**src/rtl/seg_pkg.sv**
```systemverilog
// Shared constants for the 7-segment scan driver: hex-to-segment table,
// decimal-point bit position, scan FSM states and the per-digit pattern helper.
package seg_pkg;

  localparam int SEG_DP = 0;

  // Active-high a..g, a in the MSB.
  localparam logic [6:0] HEX_SEG [0:15] = '{
    7'b1111110, 7'b0110000, 7'b1101101, 7'b1111001,
    7'b0110011, 7'b1011011, 7'b1011111, 7'b1110000,
    7'b1111111, 7'b1111011, 7'b1110111, 7'b0011111,
    7'b1001110, 7'b0111101, 7'b1001111, 7'b1000111
  };

  typedef enum logic {
    IDLE = 1'b0,
    SCAN = 1'b1
  } scan_state_e;

  function automatic logic [7:0] seg_pattern(input logic [3:0] hex,
                                             input logic       dp,
                                             input logic       blank);
    logic [7:0] pat;
    pat = 8'h00;
    if (blank) begin
      pat = 8'h00;
    end else begin
      pat[7:1]    = HEX_SEG[hex];
      pat[SEG_DP] = dp;
    end
    return pat;
  endfunction

endpackage

```
**src/rtl/seg_scan_counter.sv**
```systemverilog
// Slot prescaler and digit-index wrap for seg_scan_driver. Counting runs only
// while 'run' is high; otherwise both counters sit at zero.
module seg_scan_counter
  import seg_pkg::*;
#(
  parameter  int DIV        = 10,
  parameter  int NUM_DIGITS = 8,
  localparam int CNT_W      = (DIV > 1) ? $clog2(DIV) : 1,
  localparam int IDX_W      = $clog2(NUM_DIGITS)
) (
  input  logic             clk,
  input  logic             rst_n,
  input  logic             run,
  output logic             tick,
  output logic [CNT_W-1:0] cnt,
  output logic [IDX_W-1:0] digit_idx,
  output logic [IDX_W-1:0] idx_next
);

  logic [CNT_W-1:0] cnt_q, cnt_d;
  logic [IDX_W-1:0] idx_q, idx_d;

  // Next-count and slot-wrap logic.
  always_comb begin
    cnt_d = cnt_q;
    idx_d = idx_q;
    tick  = 1'b0;
    if (!run) begin
      cnt_d = '0;
      idx_d = '0;
    end else if (cnt_q == CNT_W'(DIV - 1)) begin
      tick  = 1'b1;
      cnt_d = '0;
      if (idx_q == IDX_W'(NUM_DIGITS - 1)) begin
        idx_d = '0;
      end else begin
        idx_d = idx_q + IDX_W'(1);
      end
    end else begin
      cnt_d = cnt_q + CNT_W'(1);
    end
  end

  // Counter state registers.
  always_ff @(posedge clk or negedge rst_n) begin
    if (!rst_n) begin
      cnt_q <= '0;
      idx_q <= '0;
    end else begin
      cnt_q <= cnt_d;
      idx_q <= idx_d;
    end
  end

  assign cnt       = cnt_q;
  assign digit_idx = idx_q;
  assign idx_next  = idx_d;

endmodule

```
**src/rtl/seg_scan_driver.sv**
```systemverilog
// Time-multiplexed N-digit 7-segment driver with fully registered outputs.
// Optional anti-ghosting dead time at each slot start: define SEG_SCAN_GUARD_EN.
module seg_scan_driver
  import seg_pkg::*;
#(
  parameter int CLK_HZ       = 100_000_000,
  parameter int SCAN_HZ      = 1000,
  parameter int NUM_DIGITS   = 8,
  parameter int GUARD_CYCLES = 16
) (
  input  logic                          clk,
  input  logic                          rst_n,
  input  logic                          en,
  input  logic [4*NUM_DIGITS-1:0]       digits,
  input  logic [NUM_DIGITS-1:0]         dp_mask,
  input  logic [NUM_DIGITS-1:0]         blank_mask,
  output logic [NUM_DIGITS-1:0]         tub_sel,
  output logic [7:0]                    seg,
  output logic [$clog2(NUM_DIGITS)-1:0] digit_idx,
  output logic                          slot_start
);

  localparam int DIV   = CLK_HZ / SCAN_HZ;
  localparam int CNT_W = (DIV > 1) ? $clog2(DIV) : 1;
  localparam int IDX_W = $clog2(NUM_DIGITS);

  generate
    if (DIV < 2) begin : g_div_chk
      $error("seg_scan_driver: CLK_HZ/SCAN_HZ must be at least 2");
    end
    if (NUM_DIGITS < 2) begin : g_num_chk
      $error("seg_scan_driver: NUM_DIGITS must be at least 2");
    end
    if (GUARD_CYCLES >= DIV) begin : g_guard_chk
      $error("seg_scan_driver: GUARD_CYCLES must be below CLK_HZ/SCAN_HZ");
    end
  endgenerate

  scan_state_e           state_q, state_d;
  logic [NUM_DIGITS-1:0] tub_sel_q, tub_sel_d;
  logic [7:0]            seg_q, seg_d;
  logic                  slot_start_q, slot_start_d;

  logic                  run_s;
  logic                  tick_s;
  logic                  guard_s;
  logic [CNT_W-1:0]      cnt_s;
  logic [IDX_W-1:0]      idx_s;
  logic [IDX_W-1:0]      idx_next_s;
  logic [NUM_DIGITS-1:0] sel_s;
  logic [7:0]            load_seg_s;

  assign run_s = (state_q == SCAN) && en;

  seg_scan_counter #(
    .DIV        (DIV),
    .NUM_DIGITS (NUM_DIGITS)
  ) u_counter (
    .clk       (clk),
    .rst_n     (rst_n),
    .run       (run_s),
    .tick      (tick_s),
    .cnt       (cnt_s),
    .digit_idx (idx_s),
    .idx_next  (idx_next_s)
  );

  // Select and pattern for the digit that will own the next cycle.
  assign sel_s      = {{(NUM_DIGITS-1){1'b0}}, 1'b1} << idx_next_s;
  assign load_seg_s = seg_pattern(digits[{idx_next_s, 2'b00} +: 4],
                                  dp_mask[idx_next_s], blank_mask[idx_next_s]);

`ifdef SEG_SCAN_GUARD_EN
  // Guard decided on the count the next cycle will hold: zero at a slot start.
  assign guard_s = (!run_s || tick_s) ? (GUARD_CYCLES > 0)
                                      : ((int'(cnt_s) + 1) < GUARD_CYCLES);
`else
  logic unused_cnt_s;
  assign unused_cnt_s = ^cnt_s;
  assign guard_s      = 1'b0;
`endif

  // Next-state and next-output logic of the scan FSM.
  always_comb begin
    state_d      = state_q;
    tub_sel_d    = tub_sel_q;
    seg_d        = seg_q;
    slot_start_d = 1'b0;
    case (state_q)
      IDLE: begin
        if (en) begin
          state_d      = SCAN;
          seg_d        = load_seg_s;
          tub_sel_d    = guard_s ? '0 : sel_s;
          slot_start_d = 1'b1;
        end else begin
          tub_sel_d = '0;
          seg_d     = 8'h00;
        end
      end
      SCAN: begin
        if (!en) begin
          state_d   = IDLE;
          tub_sel_d = '0;
          seg_d     = 8'h00;
        end else begin
          if (tick_s) begin
            seg_d        = load_seg_s;
            slot_start_d = 1'b1;
          end else begin
            seg_d = seg_q;
          end
          tub_sel_d = guard_s ? '0 : sel_s;
        end
      end
      default: begin
        state_d   = IDLE;
        tub_sel_d = '0;
        seg_d     = 8'h00;
      end
    endcase
  end

  // FSM state and output registers.
  always_ff @(posedge clk or negedge rst_n) begin
    if (!rst_n) begin
      state_q      <= IDLE;
      tub_sel_q    <= '0;
      seg_q        <= 8'h00;
      slot_start_q <= 1'b0;
    end else begin
      state_q      <= state_d;
      tub_sel_q    <= tub_sel_d;
      seg_q        <= seg_d;
      slot_start_q <= slot_start_d;
    end
  end

  assign tub_sel    = tub_sel_q;
  assign seg        = seg_q;
  assign digit_idx  = idx_s;
  assign slot_start = slot_start_q;

endmodule

```
**config.mk**
```make
export PLATFORM = sky130hd
export DESIGN_NAME = seg_scan_driver
export DESIGN_NICKNAME = d
export VERILOG_FILES = /design/src/rtl/seg_pkg.sv /design/src/rtl/seg_scan_counter.sv /design/src/rtl/seg_scan_driver.sv
export SDC_FILE = /design/constraint.sdc
export NUM_CORES = 1
export LEC_CHECK = 0
export ABC_AREA = 1
export BUFFER_PORTS_ARGS = -buffer_cell sky130_fd_sc_hd__buf_2
export CORE_MARGIN = 4
export CORE_UTILIZATION = 29
export DETAILED_ROUTE_END_ITERATION = 8
export SYNTH_ARGS = -nofsm -noshare
export SYNTH_HDL_FRONTEND = slang
export SYNTH_SLANG_ARGS = --single-unit
```
**constraint.sdc**
```tcl
create_clock -name clk -period 7.4 [get_ports clk]
set_input_delay 0.37 -clock clk [delete_from_list [all_inputs] [get_ports clk]]
set_output_delay 0.37 -clock clk [all_outputs]
set_load 0.02 [all_outputs]
```
==> results.txt <==
number of clock buffers inserted by TritonCTS: 5
PwrDens: 130 mW/mm²
DRC Markers: 0
GRT Residual Overflow: 0
clock tree from TritonCTS: built
highest cell delay on the worst timing path: 440 ps
pre-CTS setup slack: 4100 ps
maximum number of pins on one net before global-route repair: 39
fin util: 35.2%
quantity of hold-fixing buffers added after cts: 0
crit path time final: 3280 ps
RePlAce Congestion: 0.853
fraction of met3 tracks used by global routing: 3.04%
clock sink count: 38
proportion of synthesized chip area in sequential cells: 35.7%
post-route worst setup slack: 4120 ps
initial cell density of the core: 30.1%
routed wirelength normalized by instance count: 13.2 µm
busiest grt layer: met2
CP Max Fanout: 26
antenna violation net count after detailed routing: 0
maximum vdd drop: 49.2 µV
number of max-slew violations in the final report: 0
Std-Cell Rows: 34
slew at the pin closest to its max-slew limit: 846 ps
largest clock skew in the final design: 4.94 ps
worst hold slack: 189 ps
Startpoint Class: flop
global-route track usage on met1: 19.7%
CTS H-tree depth: 2
Register-to-Register Path Depth: 19
via count of the first global-routing pass: 2550
clock slew seen by the registers of the worst setup and hold paths: 70 ps
count of TritonRoute iterations in the first routing pass: 6
ratio of routed vias to standard cells: 4.67
setup-violating endpoint count in the final report: 0
initial DRC count: 122
Area growth syn-to-layout: 16.9%
share of the clock period used by the worst path: 44.3%
async set-or-reset flop fraction in the synthesized netlist: 100%
aggregate negative setup slack: 0 ps
Die Span Y: 104 µm
Synth Register Bits: 38
area of the core: 0.00885 mm²
maximum clock insertion buffer count: 2
Synthesis Warnings: 0
share of post-route cells with drive strength above 1: 26.0%
Final Net Count: 491
routed vias: 2516
kind of end point of the critical path: flop
mean post-synth cell area: 7.28 µm²
Most used DFF post-synth: sky130_fd_sc_hd__dfrtp_1
timing-limited maximum frequency: 0.305 GHz
Post-Synthesis Cells: 366
final antenna diode count: 0
synthesized net count: 426
count of fill cells added during filler insertion: 958
post-CTS setup buffer count: 0
cell with the most instances on the worst path: sky130_fd_sc_hd__nand2_1
required time of the critical path: 7580 ps
Die Footprint: 0.0108 mm²
P_leak: 1.64 nW
number of primary I/O pins: 71
Final Routed Wirelength: 7140 µm
type of the worst setup path: flop to flop
root buf cell: sky130_fd_sc_hd__clkbuf_8
HPWL Detailed: 5620 µm
met2 Track Usage GR: 21.1%
global router's overall resource usage: 13.8%
master of the slowest instance on the critical path: sky130_fd_sc_hd__nand2_4
synthesized cell area: 0.00267 mm²
Clk Latency, worst-skew pair: 290 ps
crit-path cells: ha_1 -> nand3_1 -> nor2_1 -> nand3_2 -> nand3_2 -> nand2_4 -> nand2_1 -> nand2_1 -> nand2_1 -> nand2_1 -> nand2_1 -> nand2_1 -> inv_1 -> ha_1 -> nand3b_1 -> nand2_1 -> nand2_1 -> nand2_1 -> nand2_1
Post-synth EDFFs: 0
width of the chip: 104 µm
total instance count after detailed placement: 532
worst path arrival time: 3460 ps
non-filler cells, final: 539
number of antenna violations at the first check in global routing: 0
type of the worst min-delay path: input pin to asynchronous set/reset pin
unrepaired setup endpoints after global routing: false
result of the run: finished clean
final hold viol count: 0
number of distinct library cells after synthesis: 35
Max Cap Viol: 0
Buffers on Ports: 70
Resize count post-CTS: 0
normalized max-slew margin: 43.6%
global-route wire length before repair: 12400 µm
==> Yosys cell counts (5+ instances only) <==
cell | count | area [µm²]
sky130_fd_sc_hd__a21oi_1 | 15 | 75.1
sky130_fd_sc_hd__buf_6 | 6 | 67.6
sky130_fd_sc_hd__dfrtp_1 | 38 | 951
sky130_fd_sc_hd__ha_1 | 9 | 113
sky130_fd_sc_hd__inv_1 | 36 | 135
sky130_fd_sc_hd__nand2_1 | 120 | 450
sky130_fd_sc_hd__nand2_2 | 7 | 43.8
sky130_fd_sc_hd__nand3_1 | 27 | 135
sky130_fd_sc_hd__nand3_2 | 13 | 130
sky130_fd_sc_hd__nand4_1 | 8 | 50.1
sky130_fd_sc_hd__nor2_1 | 35 | 131
sky130_fd_sc_hd__o21ai_0 | 8 | 40.0
sky130_fd_sc_hd__o21ai_1 | 5 | 25.0
==> path summary, 6_finish.rpt <==
path / start / slack [ps] / endpoint
min: rst_n / 190 / u_counter.cnt[5]$_DFF_PN0_
max: u_counter.cnt[0]$_DFF_PN0_ / 4120 / seg[6]$_DFFE_PN0P_
min reg2reg: u_counter.cnt[0]$_DFF_PN0_ / 460 / u_counter.cnt[0]$_DFF_PN0_
min in group clk: en / 230 / state_q$_DFF_PN0_
max in group asynchronous: rst_n / 6680 / seg[7]$_DFFE_PN0P_
max reg2reg: u_counter.cnt[0]$_DFF_PN0_ / 4120 / seg[6]$_DFFE_PN0P_
==> flip-flops by register name (all words and copies together) (netlist names) <==
register,count
slot_start,1
seg,8
u_counter.cnt,17
state_q,1
tub_sel,8
u_counter.digit_idx,3
==> cell type report <==
cell class,count,area [µm²],area share (%)
multi-input cells,276,1450,46.6
flip-flops and latches,38,951,30.5
repair buffers,70,350,11.2
inverters,40,151,4.86
well taps,108,135,4.34
clock buffers,7,76.3,2.45
==> critical path: cells and delay by family, from the launching register on <==
family                     cells  cell delay [ps]
adders and majority gates      2              500
buffers and inverters          1              110
DFF                            1              400
and+or+nand+nor               16             2140
==> report_power, final <==
group / switching, W / leakage (nW) / internal (W)
logic: 0.0000350 / 1.08 / 0.0000236
clock network: 0.0000684 / 0.0383 / 0.0000649
registers: 0.00000195 / 0.521 / 0.000211
total: 0.000105 / 1.64 / 0.000300
==> per-layer routing <==
| metal | routed length [µm] | vias to the layer above | part of all wire (%) |
|---|---|---|---|
| met5 | 0 | - | 0 |
| met4 | 104 | 0 | 1.5 |
| met3 | 371 | 10 | 5.2 |
| met2 | 3150 | 68 | 44 |
| met1 | 3510 | 1134 | 49 |
| li1 | - | 1304 | - |
==> cell usage in the layout (no fill, tap or decap), types with 9 or more instances in the layout <==
master	synthesis	routed
sky130_fd_sc_hd__a21oi_1	15	15
sky130_fd_sc_hd__buf_2	3	70
sky130_fd_sc_hd__dfrtp_1	38	38
sky130_fd_sc_hd__ha_1	9	9
sky130_fd_sc_hd__inv_1	36	36
sky130_fd_sc_hd__nand2_1	120	120
sky130_fd_sc_hd__nand3_1	27	27
sky130_fd_sc_hd__nand3_2	13	13
sky130_fd_sc_hd__nor2_1	35	35
==> through the flow <==
step                      power (W)  cell area (µm²)
final                      0.000405             3120
after global routing       0.000429             3120
after CTS                  0.000411             3120
after detailed placement   0.000276             3040
after global placement     0.000276             3040
after floorplan            0.000249             2670
==> logic make-up after synthesis <==
kind of cell / Yosys count / synth area share (%)
buffers and inverters: 52 / 9.85
and+or+nand+nor: 229 / 41.5
adders and majority gates: 9 / 4.22
xor gates and xnor gates: 1 / 0.329
DFF: 38 / 35.7
AOI/OAI and AO/OA: 37 / 8.40
Note: power is estimated with default switching activity, not from simulation.
